**config.mk**
```make
export PLATFORM = sky130hd
export DESIGN_NAME = wbi_master_port_flat
export DESIGN_NICKNAME = d
export VERILOG_FILES = /design/src/rtl/wbi_master_port_if.sv /design/src/rtl/wbi_master_port.sv /design/src/flat_wrapper.sv
export SDC_FILE = /design/constraint.sdc
export NUM_CORES = 1
export LEC_CHECK = 0
export BUFFER_PORTS_ARGS = -buffer_cell sky130_fd_sc_hd__buf_4
export CORE_UTILIZATION = 30
export CTS_CLUSTER_SIZE = 24
export DETAILED_ROUTE_END_ITERATION = 6
export PLACE_DENSITY = 0.62
export SYNTH_ARGS = -nofsm -noshare
export SYNTH_HDL_FRONTEND = slang
export SYNTH_SLANG_ARGS = --single-unit
```
**constraint.sdc**
```tcl
create_clock -name mclk -period 5.25 [get_ports mclk]
set_clock_uncertainty 0.1 [all_clocks]
set_input_delay 0.7875 -clock mclk [delete_from_list [all_inputs] [get_ports mclk]]
set_output_delay 0.7875 -clock mclk [all_outputs]
set_load 0.01 [all_outputs]
```
**src/rtl/wbi_master_port_if.sv**
```systemverilog
// rtl/wbi_master_port_if.sv - Wishbone master side plus command/response channel signal bundle
interface wbi_master_port_if #(
    parameter int AW = 32,
    parameter int DW = 32,
    parameter int BW = 4,
    parameter int BL = 10
);
    logic          wbm_stb_i;
    logic          wbm_cyc_i;
    logic [AW-1:0] wbm_adr_i;
    logic          wbm_we_i;
    logic [DW-1:0] wbm_dat_i;
    logic [BW-1:0] wbm_sel_i;
    logic [BL-1:0] wbm_bl_i;
    logic [DW-1:0] wbm_dat_o;
    logic          wbm_ack_o;
    logic          wbm_lack_o;
    logic          wbm_err_o;

    logic          cmd_wrdy_i;
    logic          cmd_wval_o;
    logic [AW-1:0] cmd_adr_o;
    logic          cmd_we_o;
    logic [DW-1:0] cmd_dat_o;
    logic [BW-1:0] cmd_sel_o;
    logic [3:0]    cmd_tid_o;
    logic [BL-1:0] cmd_bl_o;

    logic          res_rrdy_o;
    logic          res_rval_i;
    logic [DW-1:0] res_dat_i;
    logic          res_ack_i;
    logic          res_lack_i;
    logic          res_err_i;
    logic [3:0]    res_tid_i;

    // Bridge-side view: consumes the Wishbone request and response channel, drives commands.
    modport master (
        input  wbm_stb_i, wbm_cyc_i, wbm_adr_i, wbm_we_i, wbm_dat_i, wbm_sel_i, wbm_bl_i,
        output wbm_dat_o, wbm_ack_o, wbm_lack_o, wbm_err_o,
        input  cmd_wrdy_i,
        output cmd_wval_o, cmd_adr_o, cmd_we_o, cmd_dat_o, cmd_sel_o, cmd_tid_o, cmd_bl_o,
        output res_rrdy_o,
        input  res_rval_i, res_dat_i, res_ack_i, res_lack_i, res_err_i, res_tid_i
    );

    modport slave (
        output wbm_stb_i, wbm_cyc_i, wbm_adr_i, wbm_we_i, wbm_dat_i, wbm_sel_i, wbm_bl_i,
        input  wbm_dat_o, wbm_ack_o, wbm_lack_o, wbm_err_o,
        output cmd_wrdy_i,
        input  cmd_wval_o, cmd_adr_o, cmd_we_o, cmd_dat_o, cmd_sel_o, cmd_tid_o, cmd_bl_o,
        input  res_rrdy_o,
        output res_rval_i, res_dat_i, res_ack_i, res_lack_i, res_err_i, res_tid_i
    );
endinterface

```
**src/rtl/wbi_master_port.sv**
```systemverilog
// rtl/wbi_master_port.sv - Wishbone master to tagged command/response bridge
// Optional response timeout: define WBI_MASTER_TIMEOUT_EN.
module wbi_master_port #(
    parameter int         AW     = 32,
    parameter int         DW     = 32,
    parameter int         BW     = 4,
    parameter int         BL     = 10,
    parameter logic [3:0] TID    = 4'h0,
    parameter int         TO_CYC = 1023
) (
    input  logic              mclk,
    input  logic              reset,
    wbi_master_port_if.master bus
);
    typedef enum logic [1:0] {S_IDLE, S_CMD, S_RESP, S_DONE} state_t;

    state_t        state_q, state_d;
    logic [AW-1:0] adr_q, adr_d;
    logic          we_q, we_d;
    logic [DW-1:0] wdat_q, wdat_d;
    logic [BW-1:0] sel_q, sel_d;
    logic [BL-1:0] bl_q, bl_d;
    logic [BL-1:0] cnt_q, cnt_d;
    logic [DW-1:0] rdat_q, rdat_d;
    logic          ack_q, ack_d;
    logic          lack_q, lack_d;
    logic          err_q, err_d;
    logic          drain_q, drain_d;

    logic          req;
    logic          match;
    logic          terminal;
    logic          deliver;
    logic          timeout;
    logic [BL-1:0] bl_eff;

    assign req      = bus.wbm_stb_i & bus.wbm_cyc_i;
    assign match    = (state_q == S_RESP) & bus.res_rval_i & (bus.res_tid_i == TID);
    assign terminal = bus.res_lack_i | bus.res_err_i | (cnt_q == BL'(1));
    // Once the master walks away mid-burst, remaining beats are drained silently.
    assign deliver  = req & ~drain_q;
    assign bl_eff   = bus.wbm_we_i ? BL'(1) :
                      ((bus.wbm_bl_i == '0) ? BL'(1) : bus.wbm_bl_i);

`ifdef WBI_MASTER_TIMEOUT_EN
    localparam int TW = $clog2(TO_CYC + 1);

    logic [TW-1:0] to_cnt_q, to_cnt_d;

    always_comb begin
        to_cnt_d = to_cnt_q;
        if (state_q == S_CMD) begin
            to_cnt_d = '0;
        end else if (state_q == S_RESP) begin
            to_cnt_d = match ? '0 : to_cnt_q + TW'(1);
        end
    end

    always_ff @(posedge mclk) begin
        if (reset) begin
            to_cnt_q <= '0;
        end else begin
            to_cnt_q <= to_cnt_d;
        end
    end

    assign timeout = (state_q == S_RESP) & ~match & (to_cnt_q == TW'(TO_CYC - 1));
`else
    assign timeout = 1'b0;
`endif

    always_ff @(posedge mclk) begin
        if (reset) begin
            state_q <= S_IDLE;
        end else begin
            state_q <= state_d;
        end
    end

    always_comb begin
        state_d = state_q;
        case (state_q)
            S_IDLE:  if (req) state_d = S_CMD;
            S_CMD:   if (bus.cmd_wrdy_i) state_d = S_RESP;
            S_RESP:  if ((match & terminal) | timeout) state_d = S_DONE;
            S_DONE:  state_d = S_IDLE;
            default: state_d = S_IDLE;
        endcase
    end

    always_comb begin
        bus.cmd_wval_o = 1'b0;
        bus.res_rrdy_o = 1'b0;
        case (state_q)
            S_CMD:   bus.cmd_wval_o = 1'b1;
            S_RESP:  bus.res_rrdy_o = 1'b1;
            default: ;
        endcase
    end

    always_comb begin
        adr_d  = adr_q;
        we_d   = we_q;
        wdat_d = wdat_q;
        sel_d  = sel_q;
        bl_d   = bl_q;
        cnt_d  = cnt_q;
        if ((state_q == S_IDLE) && req) begin
            adr_d  = bus.wbm_adr_i;
            we_d   = bus.wbm_we_i;
            wdat_d = bus.wbm_dat_i;
            sel_d  = bus.wbm_sel_i;
            bl_d   = bl_eff;
            cnt_d  = bl_eff;
        end else if (match) begin
            cnt_d = cnt_q - BL'(1);
        end

        ack_d  = (match & deliver) | timeout;
        lack_d = (match & deliver & terminal) | timeout;
        err_d  = (match & deliver & bus.res_err_i) | timeout;
        rdat_d = rdat_q;
        if (timeout) begin
            rdat_d = '0;
        end else if (match & deliver) begin
            rdat_d = bus.res_dat_i;
        end

        drain_d = (state_q == S_RESP) & (drain_q | ~req);
    end

    always_ff @(posedge mclk) begin
        if (reset) begin
            adr_q   <= '0;
            we_q    <= 1'b0;
            wdat_q  <= '0;
            sel_q   <= '0;
            bl_q    <= '0;
            cnt_q   <= '0;
            rdat_q  <= '0;
            ack_q   <= 1'b0;
            lack_q  <= 1'b0;
            err_q   <= 1'b0;
            drain_q <= 1'b0;
        end else begin
            adr_q   <= adr_d;
            we_q    <= we_d;
            wdat_q  <= wdat_d;
            sel_q   <= sel_d;
            bl_q    <= bl_d;
            cnt_q   <= cnt_d;
            rdat_q  <= rdat_d;
            ack_q   <= ack_d;
            lack_q  <= lack_d;
            err_q   <= err_d;
            drain_q <= drain_d;
        end
    end

    assign bus.cmd_adr_o  = adr_q;
    assign bus.cmd_we_o   = we_q;
    assign bus.cmd_dat_o  = wdat_q;
    assign bus.cmd_sel_o  = sel_q;
    assign bus.cmd_tid_o  = TID;
    assign bus.cmd_bl_o   = bl_q;
    assign bus.wbm_dat_o  = rdat_q;
    assign bus.wbm_ack_o  = ack_q;
    assign bus.wbm_lack_o = lack_q;
    assign bus.wbm_err_o  = err_q;
endmodule
```
**src/flat_wrapper.sv**
```systemverilog
// flat-port wrapper written by rule: the top's interface ports become plain ports
module wbi_master_port_flat 
#(
    parameter int         AW     = 32,
    parameter int         DW     = 32,
    parameter int         BW     = 4,
    parameter int         BL     = 10,
    parameter logic [3:0] TID    = 4'h0,
    parameter int         TO_CYC = 1023
)
  (mclk, reset, bus_wbm_stb_i, bus_wbm_cyc_i, bus_wbm_adr_i, bus_wbm_we_i, bus_wbm_dat_i, bus_wbm_sel_i, bus_wbm_bl_i, bus_wbm_dat_o, bus_wbm_ack_o, bus_wbm_lack_o, bus_wbm_err_o, bus_cmd_wrdy_i, bus_cmd_wval_o, bus_cmd_adr_o, bus_cmd_we_o, bus_cmd_dat_o, bus_cmd_sel_o, bus_cmd_tid_o, bus_cmd_bl_o, bus_res_rrdy_o, bus_res_rval_i, bus_res_dat_i, bus_res_ack_i, bus_res_lack_i, bus_res_err_i, bus_res_tid_i);
  wbi_master_port_if #(.AW(AW), .DW(DW), .BW(BW), .BL(BL)) bus_i ();
  input  logic mclk;
  input  logic reset;
  input wire logic [$bits(bus_i.wbm_stb_i)-1:0] bus_wbm_stb_i;
  input wire logic [$bits(bus_i.wbm_cyc_i)-1:0] bus_wbm_cyc_i;
  input wire logic [$bits(bus_i.wbm_adr_i)-1:0] bus_wbm_adr_i;
  input wire logic [$bits(bus_i.wbm_we_i)-1:0] bus_wbm_we_i;
  input wire logic [$bits(bus_i.wbm_dat_i)-1:0] bus_wbm_dat_i;
  input wire logic [$bits(bus_i.wbm_sel_i)-1:0] bus_wbm_sel_i;
  input wire logic [$bits(bus_i.wbm_bl_i)-1:0] bus_wbm_bl_i;
  output wire logic [$bits(bus_i.wbm_dat_o)-1:0] bus_wbm_dat_o;
  output wire logic [$bits(bus_i.wbm_ack_o)-1:0] bus_wbm_ack_o;
  output wire logic [$bits(bus_i.wbm_lack_o)-1:0] bus_wbm_lack_o;
  output wire logic [$bits(bus_i.wbm_err_o)-1:0] bus_wbm_err_o;
  input wire logic [$bits(bus_i.cmd_wrdy_i)-1:0] bus_cmd_wrdy_i;
  output wire logic [$bits(bus_i.cmd_wval_o)-1:0] bus_cmd_wval_o;
  output wire logic [$bits(bus_i.cmd_adr_o)-1:0] bus_cmd_adr_o;
  output wire logic [$bits(bus_i.cmd_we_o)-1:0] bus_cmd_we_o;
  output wire logic [$bits(bus_i.cmd_dat_o)-1:0] bus_cmd_dat_o;
  output wire logic [$bits(bus_i.cmd_sel_o)-1:0] bus_cmd_sel_o;
  output wire logic [$bits(bus_i.cmd_tid_o)-1:0] bus_cmd_tid_o;
  output wire logic [$bits(bus_i.cmd_bl_o)-1:0] bus_cmd_bl_o;
  output wire logic [$bits(bus_i.res_rrdy_o)-1:0] bus_res_rrdy_o;
  input wire logic [$bits(bus_i.res_rval_i)-1:0] bus_res_rval_i;
  input wire logic [$bits(bus_i.res_dat_i)-1:0] bus_res_dat_i;
  input wire logic [$bits(bus_i.res_ack_i)-1:0] bus_res_ack_i;
  input wire logic [$bits(bus_i.res_lack_i)-1:0] bus_res_lack_i;
  input wire logic [$bits(bus_i.res_err_i)-1:0] bus_res_err_i;
  input wire logic [$bits(bus_i.res_tid_i)-1:0] bus_res_tid_i;
  assign bus_i.wbm_stb_i = bus_wbm_stb_i;
  assign bus_i.wbm_cyc_i = bus_wbm_cyc_i;
  assign bus_i.wbm_adr_i = bus_wbm_adr_i;
  assign bus_i.wbm_we_i = bus_wbm_we_i;
  assign bus_i.wbm_dat_i = bus_wbm_dat_i;
  assign bus_i.wbm_sel_i = bus_wbm_sel_i;
  assign bus_i.wbm_bl_i = bus_wbm_bl_i;
  assign bus_wbm_dat_o = bus_i.wbm_dat_o;
  assign bus_wbm_ack_o = bus_i.wbm_ack_o;
  assign bus_wbm_lack_o = bus_i.wbm_lack_o;
  assign bus_wbm_err_o = bus_i.wbm_err_o;
  assign bus_i.cmd_wrdy_i = bus_cmd_wrdy_i;
  assign bus_cmd_wval_o = bus_i.cmd_wval_o;
  assign bus_cmd_adr_o = bus_i.cmd_adr_o;
  assign bus_cmd_we_o = bus_i.cmd_we_o;
  assign bus_cmd_dat_o = bus_i.cmd_dat_o;
  assign bus_cmd_sel_o = bus_i.cmd_sel_o;
  assign bus_cmd_tid_o = bus_i.cmd_tid_o;
  assign bus_cmd_bl_o = bus_i.cmd_bl_o;
  assign bus_res_rrdy_o = bus_i.res_rrdy_o;
  assign bus_i.res_rval_i = bus_res_rval_i;
  assign bus_i.res_dat_i = bus_res_dat_i;
  assign bus_i.res_ack_i = bus_res_ack_i;
  assign bus_i.res_lack_i = bus_res_lack_i;
  assign bus_i.res_err_i = bus_res_err_i;
  assign bus_i.res_tid_i = bus_res_tid_i;
  wbi_master_port #(.AW(AW), .DW(DW), .BW(BW), .BL(BL), .TID(TID), .TO_CYC(TO_CYC)) u_core (.mclk(mclk), .reset(reset), .bus(bus_i));
endmodule
```
==> run summary <==
root cell of the clock tree - sky130_fd_sc_hd__clkbuf_16
number of nets in the finished design - 945
Syn. warnings - 0
H-Tree Depth - 4
total count of hold-check failures in the final report - 0
WL final - 14.1 mm
Power Density - 402 mW/mm2
post-synthesis async set-or-reset flop share - 0%
slew margin rel. - 45.5%
Num CTS Buffers - 17
max cap viols - 0
Post-Place Setup Slack - 2290 ps
run status - complete, no violations
Worst Path Arrival - 2770 ps
proportion of layout cells with a drive suffix above 1 - 34.1%
area of all placed cells without fillers - 0.00731 mm2
Post-Synthesis Mean Instance Area - 8.07 um2
drt first pass iters - 4
final setup violation count - 0
average wire per cell in the routed design - 13.5 um
number of antenna violations at the first check in global routing - 0
Chip Width - 129 um
via count of the first global-routing pass - 4372
launching element type of the critical path - flip-flop
CTS max path bufs - 2
maximum number of pins on one net before global-route repair - 78
# hold bufs at CTS - 0
area of the die - 0.0165 mm2
final clock period utilization by the worst path - 48.4%
clock tree from TritonCTS - done
time the worst path needs with I/O delays and setup - 2540 ps
highest-count cells in the layout ignoring fill and taps - 242 x sky130_fd_sc_hd__buf_4, 217 x sky130_fd_sc_hd__nand2_1, 127 x sky130_fd_sc_hd__dfxtp_1
Cells after DPL - 1007
Initial Util - 31.2%
cell count after synthesis - 596
Setup crit end kind - flip-flop
Critical Setup Path Class - flip-flop to flip-flop
upper clock frequency limit - 0.394 GHz
Peak VDD IR - 201 uV
number of enable flip-flop cells after synthesis - 0
worst reg2reg path startpoint - u_core.state_q[0]
detail-routed via count per cell - 4.53
Die Span Y - 129 um
commonest register cell after synthesis - sky130_fd_sc_hd__dfxtp_1
Power, Total - 0.00294 W
number of setup buffers added after CTS - 0
count of nets left with antenna violations after detail routing - 0
source of the critical timing path - u_core.state_q[0]
Gate power share - 20.5%
leading cell type in the layout, fill and taps excluded - sky130_fd_sc_hd__buf_4
Synth cell types - 45
TritonCTS sink count - 127
proportion of power drawn by flip-flops and latches - 38.1%
total grt overflow - 0
setup slack after layout - 2710 ps
placer's final routability congestion estimate - 0.778
post-detail-place hpwl - 9.63 mm
Buffers on Ports - 238
Int Pwr - 0.00211 W
Worst-Skew Late Latency - 420 ps
Site Rows - 45
proportion of synthesized chip area in sequential cells - 52.8%
switching share of power - 28.2%
worst min-delay path category - flip-flop to flip-flop
unrepaired setup endpoints after global routing - false
source of the worst hold timing path - u_core.bus.wbm_dat_o[0]
total cell area at the placement stage - 0.00670 mm2
power dissipated by switching net loads - 0.000828 W
initial detailed-routing violation count - 185
layout overhead on the synthesized area - 52.0%
Setup TNS Final - 0 ps
mapped cell area - 0.00481 mm2
clock slew at reported path FFs - 60 ps
maximum fanout along the worst path - 48
flops & latches, synth - 127
global-route usage over all layers - 16.9%
remaining design rule violation count - 0
Core Box Area - 0.0154 mm2
post-CTS resize count - 0
first-pass GRT wire length - 21.7 mm
number of standard cells in the final layout excluding fillers - 1039
P_leak - 3.11 nW
clock network fraction of design power - 41.4%
final antenna diode count - 0
number of max-slew violations in the final report - 0
data required time at the worst endpoint - 5480 ps
top-level port count - 244
worst slew pin tran - 818 ps
overall via count from detail_route - 4708
worst paths after layout:
check / slack, ps / depth (start not counted) / end
min reg2reg: 350 / 2 / u_core.bus.wbm_dat_o[0]
max reg2reg: 2710 / 7 / u_core.cnt_q[3]
min: 350 / 2 / u_core.bus.wbm_dat_o[0]
max: 2710 / 7 / u_core.cnt_q[3]
through the flow:
| stage | util (%) | hold WS [ps] |
|---|---|---|
| finish | 47.4 | 351 |
| floorplan | - | 351 |
| CTS | 47.4 | 354 |
| global placement | 43.4 | 342 |
| detailed placement | 43.4 | 347 |
| global route | 47.4 | 368 |
synth_stat cells, drive strengths merged, types with 2 or more instances:
cell | number | area [um2]
nand2 | 217 | 815
dfxtp | 127 | 2540
a21oi | 114 | 571
clkbuf | 27 | 101
buf | 18 | 119
nor2 | 10 | 37.5
inv | 9 | 33.8
nand3 | 7 | 40.0
ha | 6 | 75.1
nor3 | 6 | 30.0
a211oi | 4 | 30.0
a22oi | 4 | 30.0
nor4 | 4 | 55.1
or3 | 4 | 25.0
and3 | 3 | 18.8
nand4 | 3 | 18.8
o21ai | 3 | 15.0
xor2 | 3 | 26.3
a221oi | 2 | 23.8
and2 | 2 | 12.5
nor2b | 2 | 12.5
o2111ai | 2 | 17.5
o211ai | 2 | 15.0
xnor2 | 2 | 17.5
cells by family after synthesis:
| group | synth area share [%] |
|---|---|
| DFF | 52.8 |
| adders and majority gates | 1.56 |
| xor gates and xnor gates | 0.910 |
| muxes | 0.208 |
| and+or+nand+nor | 23.3 |
| buffers and inverters | 5.28 |
| AOI/OAI and AO/OA | 15.8 |
| other | 0.0779 |
power groups by stage:
stage	sequential [W]	clock, W	combinational, W
after global placement	0.00113	0	0.000606
after detailed placement	0.00114	0	0.000609
final	0.00112	0.00122	0.000601
after global routing	0.00113	0.00129	0.000665
after CTS	0.00112	0.00125	0.000611
after floorplan	0.00116	0	0.000311
state kept, by name, summed over array words and instances, names as in the netlist:
register	count
u_core.bus.cmd_bl_o	10
u_core.bus.wbm_ack_o	1
u_core.bus.cmd_dat_o	32
u_core.bus.cmd_we_o	1
u_core.bus.cmd_sel_o	4
u_core.bus.wbm_err_o	1
u_core.bus.cmd_adr_o	32
u_core.bus.wbm_dat_o	32
u_core.drain_q	1
u_core.bus.wbm_lack_o	1
u_core.cnt_q	10
u_core.state_q	2
critical path, cell delays in order, from the launching register on:
cell                       delay, ps
sky130_fd_sc_hd__dfxtp_1         330
sky130_fd_sc_hd__inv_1           100
sky130_fd_sc_hd__ha_1            270
sky130_fd_sc_hd__and3_2          600
sky130_fd_sc_hd__buf_4           540
sky130_fd_sc_hd__a21o_1          180
sky130_fd_sc_hd__a221oi_1         90
sky130_fd_sc_hd__nor4_1          250
layout make-up:
class	count	area [um2]
Fill cell	1599	8120
Multi-Input combinational cell	418	2040
Clock inverter	13	163
Tap cell	211	264
Sequential cell	127	2540
Inverter	9	33.8
Clock buffer	19	453
Timing Repair Buffer	242	1820
per-layer routing:
layer  up-vias  global-route usage (%)  part of all wire, %
met2       158                    27.5                   48
met4         0                    7.96                  2.0
met3        20                    6.86                  8.2
li1       2406                       -                    -
met1      2124                    19.3                   42
met5         -                       0                    0
(Power assumes the default switching activity.)
